==> src/rtl/exec_pkg.sv <==
// Shared constants for the multicycle execute unit: MIPS R-type funct codes
// and the two-state sequencing encoding.
package exec_pkg;

  localparam logic [5:0] F_NOP   = 6'd0;
  localparam logic [5:0] F_SRL   = 6'd2;
  localparam logic [5:0] F_MFHI  = 6'd16;
  localparam logic [5:0] F_MFLO  = 6'd18;
  localparam logic [5:0] F_MULTU = 6'd25;
  localparam logic [5:0] F_DIVU  = 6'd27;
  localparam logic [5:0] F_ADD   = 6'd32;
  localparam logic [5:0] F_SUB   = 6'd34;
  localparam logic [5:0] F_AND   = 6'd36;
  localparam logic [5:0] F_OR    = 6'd37;
  localparam logic [5:0] F_SLT   = 6'd42;

  localparam logic [0:0] S_IDLE  = 1'b0;
  localparam logic [0:0] S_ITER  = 1'b1;

endpackage

==> src/rtl/multicycle_exec_unit_if.sv <==
// Issue/result bundle between the ID/EX register and the execute unit.
// master = upstream pipeline, slave = execute unit.
interface multicycle_exec_unit_if #(
  parameter int WIDTH = 32
);
  logic             in_valid;
  logic             in_ready;
  logic [5:0]       funct;
  logic [WIDTH-1:0] dataA;
  logic [WIDTH-1:0] dataB;
  logic             out_valid;
  logic [WIDTH-1:0] result;
  logic             zero;
  logic             busy;
  logic             div_by_zero;
  logic             illegal;

  modport master (
    output in_valid, funct, dataA, dataB,
    input  in_ready, out_valid, result, zero, busy, div_by_zero, illegal
  );

  modport slave (
    input  in_valid, funct, dataA, dataB,
    output in_ready, out_valid, result, zero, busy, div_by_zero, illegal
  );
endinterface

==> src/rtl/serial_divider.sv <==
// Restoring unsigned divider, DIV_BITS quotient bits per edge over N_ITER edges.
// quotient/remainder/done are the values produced by the current edge's step.
module serial_divider #(
  parameter int WIDTH    = 32,
  parameter int DIV_BITS = 1
) (
  input  logic             clk,
  input  logic             reset,
  input  logic             start,
  input  logic [WIDTH-1:0] dividend,
  input  logic [WIDTH-1:0] divisor,
  output logic [WIDTH-1:0] quotient,
  output logic [WIDTH-1:0] remainder,
  output logic             done
);

  localparam int N_ITER = WIDTH / DIV_BITS;
  localparam int CW     = $clog2(N_ITER);

  logic [WIDTH-1:0] rem_p1;
  logic [WIDTH-1:0] quo_p1;
  logic [WIDTH-1:0] dsr_p1;
  logic [CW-1:0]    cnt_p1;
  logic             vld_p1;
  logic [WIDTH-1:0] rem_nx;
  logic [WIDTH-1:0] quo_nx;
  logic [WIDTH:0]   trial;

  // quo_p1 starts as the dividend; its bits shift out into the remainder
  // while quotient bits shift in from the bottom.
  always_comb begin
    rem_nx = rem_p1;
    quo_nx = quo_p1;
    trial  = '0;
    for (int i = 0; i < DIV_BITS; i++) begin
      trial  = {rem_nx, quo_nx[WIDTH-1]};
      quo_nx = {quo_nx[WIDTH-2:0], 1'b0};
      if (trial >= {1'b0, dsr_p1}) begin
        trial     = trial - {1'b0, dsr_p1};
        quo_nx[0] = 1'b1;
      end
      rem_nx = trial[WIDTH-1:0];
    end
  end

  assign quotient  = quo_nx;
  assign remainder = rem_nx;
  assign done      = vld_p1 && (cnt_p1 == CW'(N_ITER - 1));

  always_ff @(posedge clk or negedge reset) begin
    if (!reset) begin
      vld_p1 <= 1'b0;
      cnt_p1 <= '0;
    end else if (start) begin
      vld_p1 <= 1'b1;
      cnt_p1 <= '0;
    end else if (vld_p1) begin
      cnt_p1 <= cnt_p1 + 1'b1;
      if (done) vld_p1 <= 1'b0;
    end
  end

  always_ff @(posedge clk) begin
    if (start) begin
      rem_p1 <= '0;
      quo_p1 <= dividend;
      dsr_p1 <= divisor;
    end else if (vld_p1) begin
      rem_p1 <= rem_nx;
      quo_p1 <= quo_nx;
    end
  end

endmodule

==> src/rtl/multicycle_exec_unit.sv <==
// Single-issue execute unit: one-cycle ALU ops, iterative DIVU into HI/LO.
// Define EXEC_MULTU_EN to enable iterative MULTU (funct 25); otherwise it is illegal.
module multicycle_exec_unit
  import exec_pkg::*;
#(
  parameter int WIDTH    = 32,
  parameter int DIV_BITS = 1
) (
  input logic                   clk,
  input logic                   reset,
  multicycle_exec_unit_if.slave bus
);

  localparam int SHW = $clog2(WIDTH);

  logic [0:0]       state_p1;
  logic [WIDTH-1:0] hi_p1;
  logic [WIDTH-1:0] lo_p1;
  logic [WIDTH-1:0] result_p1;
  logic             zero_p1;
  logic             vld_p1;
  logic             dbz_p1;
  logic             ill_p1;
  logic             dbz_pend_p1;

  logic             accept_p0;
  logic             is_iter_p0;
  logic             is_single_p0;
  logic [WIDTH-1:0] alu_p0;
  logic [WIDTH-1:0] div_quo;
  logic [WIDTH-1:0] div_rem;
  logic             div_done;

  function automatic logic slt_signed(input logic [WIDTH-1:0] a, input logic [WIDTH-1:0] b);
    logic signed [WIDTH-1:0] sa;
    logic signed [WIDTH-1:0] sb;
    sa = a;
    sb = b;
    return sa < sb;
  endfunction

  assign accept_p0 = bus.in_valid && (state_p1 == S_IDLE);

`ifdef EXEC_MULTU_EN
  assign is_iter_p0 = (bus.funct == F_DIVU) || (bus.funct == F_MULTU);
`else
  assign is_iter_p0 = (bus.funct == F_DIVU);
`endif

  always_comb begin
    alu_p0       = '0;
    is_single_p0 = 1'b1;
    case (bus.funct)
      F_ADD:   alu_p0 = bus.dataA + bus.dataB;
      F_SUB:   alu_p0 = bus.dataA - bus.dataB;
      F_AND:   alu_p0 = bus.dataA & bus.dataB;
      F_OR:    alu_p0 = bus.dataA | bus.dataB;
      F_SLT:   alu_p0 = {{(WIDTH-1){1'b0}}, slt_signed(bus.dataA, bus.dataB)};
      F_SRL:   alu_p0 = bus.dataB >> bus.dataA[SHW-1:0];
      F_MFHI:  alu_p0 = hi_p1;
      F_MFLO:  alu_p0 = lo_p1;
      default: is_single_p0 = 1'b0;
    endcase
  end

  // The divider's counter also times MULTU, so it is started for both ops.
  serial_divider #(
    .WIDTH    (WIDTH),
    .DIV_BITS (DIV_BITS)
  ) u_div (
    .clk       (clk),
    .reset     (reset),
    .start     (accept_p0 && is_iter_p0),
    .dividend  (bus.dataA),
    .divisor   (bus.dataB),
    .quotient  (div_quo),
    .remainder (div_rem),
    .done      (div_done)
  );

`ifdef EXEC_MULTU_EN
  logic [WIDTH-1:0] mul_hi_p1;
  logic [WIDTH-1:0] mul_lo_p1;
  logic [WIDTH-1:0] mcand_p1;
  logic             op_mul_p1;
  logic [WIDTH-1:0] mul_hi_nx;
  logic [WIDTH-1:0] mul_lo_nx;
  logic [WIDTH:0]   mul_sum;

  // LSB-first shift-add: {hi,lo} starts as {0, multiplier}.
  always_comb begin
    mul_hi_nx = mul_hi_p1;
    mul_lo_nx = mul_lo_p1;
    mul_sum   = '0;
    for (int i = 0; i < DIV_BITS; i++) begin
      mul_sum   = {1'b0, mul_hi_nx} + (mul_lo_nx[0] ? {1'b0, mcand_p1} : '0);
      mul_lo_nx = {mul_sum[0], mul_lo_nx[WIDTH-1:1]};
      mul_hi_nx = mul_sum[WIDTH:1];
    end
  end

  always_ff @(posedge clk) begin
    if (accept_p0 && (bus.funct == F_MULTU)) begin
      mul_hi_p1 <= '0;
      mul_lo_p1 <= bus.dataB;
      mcand_p1  <= bus.dataA;
    end else if (state_p1 == S_ITER) begin
      mul_hi_p1 <= mul_hi_nx;
      mul_lo_p1 <= mul_lo_nx;
    end
  end
`endif

  always_ff @(posedge clk or negedge reset) begin
    if (!reset) begin
      state_p1    <= S_IDLE;
      hi_p1       <= '0;
      lo_p1       <= '0;
      result_p1   <= '0;
      zero_p1     <= 1'b1;
      vld_p1      <= 1'b0;
      dbz_p1      <= 1'b0;
      ill_p1      <= 1'b0;
      dbz_pend_p1 <= 1'b0;
`ifdef EXEC_MULTU_EN
      op_mul_p1   <= 1'b0;
`endif
    end else begin
      vld_p1 <= 1'b0;
      dbz_p1 <= 1'b0;
      ill_p1 <= 1'b0;
      if (state_p1 == S_ITER) begin
        if (div_done) begin
          state_p1  <= S_IDLE;
          vld_p1    <= 1'b1;
          result_p1 <= '0;
          zero_p1   <= 1'b1;
          dbz_p1    <= dbz_pend_p1;
`ifdef EXEC_MULTU_EN
          if (op_mul_p1) begin
            hi_p1 <= mul_hi_nx;
            lo_p1 <= mul_lo_nx;
          end else begin
            hi_p1 <= div_rem;
            lo_p1 <= div_quo;
          end
`else
          hi_p1 <= div_rem;
          lo_p1 <= div_quo;
`endif
        end
      end else if (accept_p0) begin
        if (is_iter_p0) begin
          state_p1    <= S_ITER;
          dbz_pend_p1 <= (bus.funct == F_DIVU) && (bus.dataB == '0);
`ifdef EXEC_MULTU_EN
          op_mul_p1   <= (bus.funct == F_MULTU);
`endif
        end else if (is_single_p0) begin
          result_p1 <= alu_p0;
          zero_p1   <= (alu_p0 == '0);
          vld_p1    <= 1'b1;
        end else if (bus.funct != F_NOP) begin
          result_p1 <= '0;
          zero_p1   <= 1'b1;
          vld_p1    <= 1'b1;
          ill_p1    <= 1'b1;
        end
      end
    end
  end

  assign bus.in_ready    = (state_p1 == S_IDLE);
  assign bus.busy        = (state_p1 == S_ITER);
  assign bus.out_valid   = vld_p1;
  assign bus.result      = result_p1;
  assign bus.zero        = zero_p1;
  assign bus.div_by_zero = dbz_p1;
  assign bus.illegal     = ill_p1;

endmodule

==> src/flat_wrapper.sv <==
// flat-port wrapper written by rule: the top's interface ports become plain ports
module multicycle_exec_unit_flat import exec_pkg::*;
#(
  parameter int WIDTH    = 32,
  parameter int DIV_BITS = 1
)
  (clk, reset, bus_in_valid, bus_funct, bus_dataA, bus_dataB, bus_in_ready, bus_out_valid, bus_result, bus_zero, bus_busy, bus_div_by_zero, bus_illegal);
  multicycle_exec_unit_if #(.WIDTH(WIDTH)) bus_i ();
  input logic clk;
  input logic reset;
  input wire logic [$bits(bus_i.in_valid)-1:0] bus_in_valid;
  input wire logic [$bits(bus_i.funct)-1:0] bus_funct;
  input wire logic [$bits(bus_i.dataA)-1:0] bus_dataA;
  input wire logic [$bits(bus_i.dataB)-1:0] bus_dataB;
  output wire logic [$bits(bus_i.in_ready)-1:0] bus_in_ready;
  output wire logic [$bits(bus_i.out_valid)-1:0] bus_out_valid;
  output wire logic [$bits(bus_i.result)-1:0] bus_result;
  output wire logic [$bits(bus_i.zero)-1:0] bus_zero;
  output wire logic [$bits(bus_i.busy)-1:0] bus_busy;
  output wire logic [$bits(bus_i.div_by_zero)-1:0] bus_div_by_zero;
  output wire logic [$bits(bus_i.illegal)-1:0] bus_illegal;
  assign bus_i.in_valid = bus_in_valid;
  assign bus_i.funct = bus_funct;
  assign bus_i.dataA = bus_dataA;
  assign bus_i.dataB = bus_dataB;
  assign bus_in_ready = bus_i.in_ready;
  assign bus_out_valid = bus_i.out_valid;
  assign bus_result = bus_i.result;
  assign bus_zero = bus_i.zero;
  assign bus_busy = bus_i.busy;
  assign bus_div_by_zero = bus_i.div_by_zero;
  assign bus_illegal = bus_i.illegal;
  multicycle_exec_unit #(.WIDTH(WIDTH), .DIV_BITS(DIV_BITS)) u_core (.clk(clk), .reset(reset), .bus(bus_i));
endmodule
==> config.mk <==
export PLATFORM = sky130hd
export DESIGN_NAME = multicycle_exec_unit_flat
export DESIGN_NICKNAME = d
export VERILOG_FILES = /design/src/rtl/exec_pkg.sv /design/src/rtl/multicycle_exec_unit_if.sv /design/src/rtl/serial_divider.sv /design/src/rtl/multicycle_exec_unit.sv /design/src/flat_wrapper.sv
export SDC_FILE = /design/constraint.sdc
export NUM_CORES = 1
export LEC_CHECK = 0
export CAP_MARGIN = 10
export CELL_PAD_IN_SITES_DETAIL_PLACEMENT = 0
export CELL_PAD_IN_SITES_GLOBAL_PLACEMENT = 1
export CORE_AREA = 2 2 326 167
export DETAILED_ROUTE_END_ITERATION = 8
export DIE_AREA = 0 0 328 169
export PLACE_DENSITY = 0.6
export SYNTH_ARGS = -nofsm -noshare
export SYNTH_HDL_FRONTEND = slang
export SYNTH_HIERARCHICAL = 1
export SYNTH_SLANG_ARGS = --single-unit
==> constraint.sdc <==
create_clock -name clk -period 4.55 [get_ports clk]
set_input_delay 0.91 -clock clk [delete_from_list [all_inputs] [get_ports clk]]
set_output_delay 0.91 -clock clk [all_outputs]
set_load 0.02 [all_outputs]
==> results.md <==
Status:
- The run finished with clean final reports.

Worst setup path:
- The arrival time of data at the critical path endpoint is between 4 and 5 ns.
- The kind of critical path is primary input to flop.
- The worst setup path is launched from a primary input.
- The count of buffering cells on the critical path with inverters included is 5.
- The cell repeated most along the worst path is buf_4.
- The critical path data required time is a little over 5 ns.
- The highest net fanout along the worst path is 10.
- The largest single stage delay on the critical path is about 0.62 ns.
- The dominant delay contributor by cell family on the critical path is compound AO/OA/AOI/OAI gates.
- The critical path goes through clkdlybuf4s50_1, inv_1, ha_1, buf_4, nor2b_1, o211ai_1, buf_4, a21oi_1, o31ai_1, a21o_1, a21oi_1, nor2_1, nor4_1, or4b_2, a31oi_1, buf_4, a41o_1.
- STA classifies the critical path endpoint as a flop.
- The library cell contributing the largest single delay on the critical path is o31ai_1.

Synth:
- The count of yosys warnings during synthesis is 6.
- The register bit count reported by yosys is slightly above 200.
- Averaged over all synthesized cells, the footprint is about 8.8 um2.
- Synthesis handed over a netlist of 2063 instances.
- The number of flops mapped to enable cells by yosys is between 60 and 70.
- The number of nets in the synthesized netlist is 2286.
- The total standard cell area after synthesis is 18210 um2.
- The sequential share of the synthesized area is ~29%.
- The most instantiated flip-flop cell in the synthesis netlist is dfrtp_1.
- After synthesis, the netlist uses 96 different library cells.
- The fraction of registers with async set or reset after synthesis is between 50% and 60%.

Layout:
- The fraction of final layout cells with drive strength greater than 1 is between 30% and 40%.
- The final cell count without fillers is between 3000 and 4000.
- The sequential cells in the finished layout cover a total of around 5300 um2.
- After filler insertion, the fill cell instance count of the layout stands at between 5000 and 6000.
- The summed area of non-filler cells in the final layout is 24580 um2.
- The top cell types in the final layout, fill and taps aside, are buf_4 (501), nand2_1 (156), inv_1 (147), nor2_1 (147), ha_1 (141).
- The layout overhead on the synthesized area is 34.97%.
- Leaving out fill and tap cells, the most frequent cell in the layout is buf_4.
- The repair_antennas step left the layout with diodes totalling 0.
- In the final layout, the multi-input gates occupy between 10000 and 15000 um2.
- The number of nets at the end of the flow is around 2800.

Clocking:
- CTS saw just over 200 sinks.
- After clock tree synthesis, the clock-pin slew on the worst setup and hold paths is around 0.07 ns.
- The total CTS buffers is 23.
- The root buffer cell chosen for the clock tree is clkbuf_16.
- The insertion delay to the later sink of the worst-skew pair is roughly 0.56 ns.
- The number of buffers added to fix hold violations after cts is 0.
- The TritonCTS clock tree is done.
- The clock passes through at most 3 buffers.
- The number of H-tree levels is 1.

Detailed routing:
- For this run, the detailed router's first-pass iteration total came to 7.
- The number of DRC violations after detailed-routing iteration 0 is approximately 2200.
- The final antenna-violating net count is 0.
- The routed length per placed instance is 25.95 um.
- The final wirelength is approximately 85 mm.
- The via density per instance is just under 6.
- The final route contains between 15000 and 20000 vias.
- After detailed routing, the number of remaining DRC violations is 0.

Timing:
- The worst pin sits at a relative slew slack of 30.74%.
- The max-slew violation count is 0.
- For this run, the top clock speed supported by timing is 223.1 MHz.
- At the pin with the least slew margin, the transition time is about 1.0 ns.
- The time the worst path needs with I/O delays and setup is between 4 and 5 ns.
- For the final routed database, the setup TNS stands at 0 ns.
- The count of final setup violators is 0.
- Dividing the final minimum period by the clock period gives 98.51%.
- The final setup skew is ~0.012 ns.
- The final-report hold violation count was 0.

Placement:
- Input and output buffers added on the ports amount to between 100 and 150.
- Once placement finished, the instance area stood at 23300 um2.
- Detailed placement ended at an HPWL of ~70 mm.
- At the end of routability-driven placement, the weighted congestion stood at approximately 1.
- The number of placed cells counting well taps is 3235.

GRT:
- The global-route wire length before repair is 124.6 mm.
- The initial antenna violation count is 2.
- The pin count of the biggest net entering global routing is 99.
- The total overflow left after global routing is 0.
- In the global route stage, overall resource usage came out at a little under a third.
- The number of global-route vias before repair came to ~18000.

Pwr:
- The total chip power is 9132 uW.
- The total power per unit cell area is around 370 nW/um2.
- The switching share of total power is between 30% and 40%.
- Summed over all nets, the switching power comes to ~3600 uW.
- The peak ir drop on the vdd network is approximately 0.29 mV.
- The clock power share is a little under a quarter.
- Sequential cells account for a little over a quarter of the total power.
- The combinational share of power is 49.5%.
- The design internal power is 5483 uW.
- The total leakage power is between 0.01 and 0.015 uW.

Worst hold path:
- The type of the worst min-delay path is primary input to asynchronous set/reset pin.

Die:
- The floorplan step defined a die boundary enclosing approximately 55000 um2.
- The width of the die is between 300 and 400 um.
- During I/O placement, the number of pins put on the boundary was between 100 and 150.
- The region available for standard cell placement spans between 50000 and 60000 um2.
- The count of standard-cell rows is 60.
- In this run the vertical extent of the chip is about 170 um.
- The initial core utilization is approximately a third.

Flow run:
- The tool flagged a number of max-cap violations equal to 0.
## synthesized netlist by cell type, drive strengths merged (19+ instances only)
cell    number  area (um2)
a21o        24       180.2
ha         147        1839
dfrtp      107        2678
buf         77       486.7
nor4        25       168.9
dfxtp       32       640.6
o21ai      103       515.5
a211oi      37       287.8
and2        20       125.1
and3        26       162.7
inv        150       563.0
clkbuf      73       275.3
mux4        27       608.1
xnor2       19       166.4
nand3       61       305.3
nor2b       19       118.9
mux2       127        1438
a21oi      144       724.5
nand4       29       181.4
nand2      157       589.3
o211ai      22       165.2
nor2       152       573.1
nor3        46       230.2
mux2i       51       510.5
edfxtp      64        1922
## cell families after synthesis
group | Yosys count | share of synthesized area (%)
simple gates | 596 | 16.08
compound gates | 571 | 21.59
buf+inv | 304 | 7.358
mux | 205 | 14.04
flops | 204 | 28.92
fa+ha+maj | 150 | 10.43
xor+xnor | 33 | 1.587
## layer usage
| layer | vias up | GRT usage (%) | share of wire (%) |
|---|---|---|---|
| met1 | 9498 | 48.76 | 51 |
| met4 | 0 | 4.148 | 1.3 |
| met3 | 67 | 6.024 | 8.8 |
| met5 | - | 0 | 0 |
| li1 | 8624 | - | - |
| met2 | 789 | 41.62 | 39 |
## power groups by stage
stage,clock network (uW),logic (uW),registers (uW)
3_5_place_dp,0,4350,2480
6_report,2170,4520,2450
3_3_place_gp,0,4300,2470
4_1_cts,2200,4390,2450
2_1_floorplan,0,2720,2460
5_1_grt,2280,4890,2490
## metrics by stage
stage / util (%) / hold WS (ns) / worst slack, ns
final: 46.57 / 0.3811 / 0.06757
after global routing: 46.57 / 0.4032 / -0.02124
after CTS: 45.89 / 0.3901 / 0.0001132
after detailed placement: 44.15 / 0.4742 / -0.7572
after global placement: 44.15 / 0.4729 / -0.7555
after floorplan: - / 0.4735 / 0.1427
## path summary, 6_finish.rpt
path	cells past startpoint	endpoint	startpoint	slack (ns)
setup / recovery	17	u_core/bus.zero$_DFFE_PN1P_	bus_dataA[16]	0.07
hold / removal	1	u_core/lo_p1[3]$_DFFE_PN0P_	reset	0.38
setup reg to reg	13	u_core/hi_p1[30]$_DFFE_PN0P_	u_core/u_div/quo_p1[31]$_DFFE_PP_	0.72
hold reg to reg	2	u_core/bus.result[25]$_DFFE_PN0P_	u_core/bus.result[25]$_DFFE_PN0P_	0.49
max in group asynchronous	2	u_core/bus.zero$_DFFE_PN1P_	reset	3.16
min in group clk	2	u_core/bus.result[25]$_DFFE_PN0P_	u_core/bus.result[25]$_DFFE_PN0P_	0.49
## final cells by class
type / count / share of cell area (%)
tap: 713 / 3.629
sequential: 204 / 21.43
clock buffer: 25 / 2.372
inverter: 154 / 2.352
multi-input combinational: 1555 / 48.58
timing repair buffer: 620 / 20.57
clock inverter: 17 / 1.069
## worst reg2reg max path, stage by stage (launching register included)
cell and delay, ns:
edfxtp_1 0.47, inv_1 0.09, ha_1 0.28, fa_1 0.44
nor2b_1 0.18, o31a_1 0.31, o311a_1 0.21, nor3_1 0.09
buf_4 0.17, or4b_2 0.67, nand2_1 0.17, xor2_1 0.10
mux2_4 0.29, mux2_2 0.26
## flip-flops by register name, indices dropped and copies added, names as in the netlist, 5 cells and up
register	flops
u_core/u_div/dsr_p1	32
u_core/u_div/rem_p1	32
u_core/bus.result	32
u_core/hi_p1	32
u_core/lo_p1	32
u_core/u_div/quo_p1	32
u_core/u_div/cnt_p1	5
## repair_timing
item                       4_1_cts  5_1_grt
gates resized for setup         10       69
pin swaps                        5       27
setup endpoints to repair        2        5
buffers inserted                 3        8
Power figures use the tool's default switching activity.
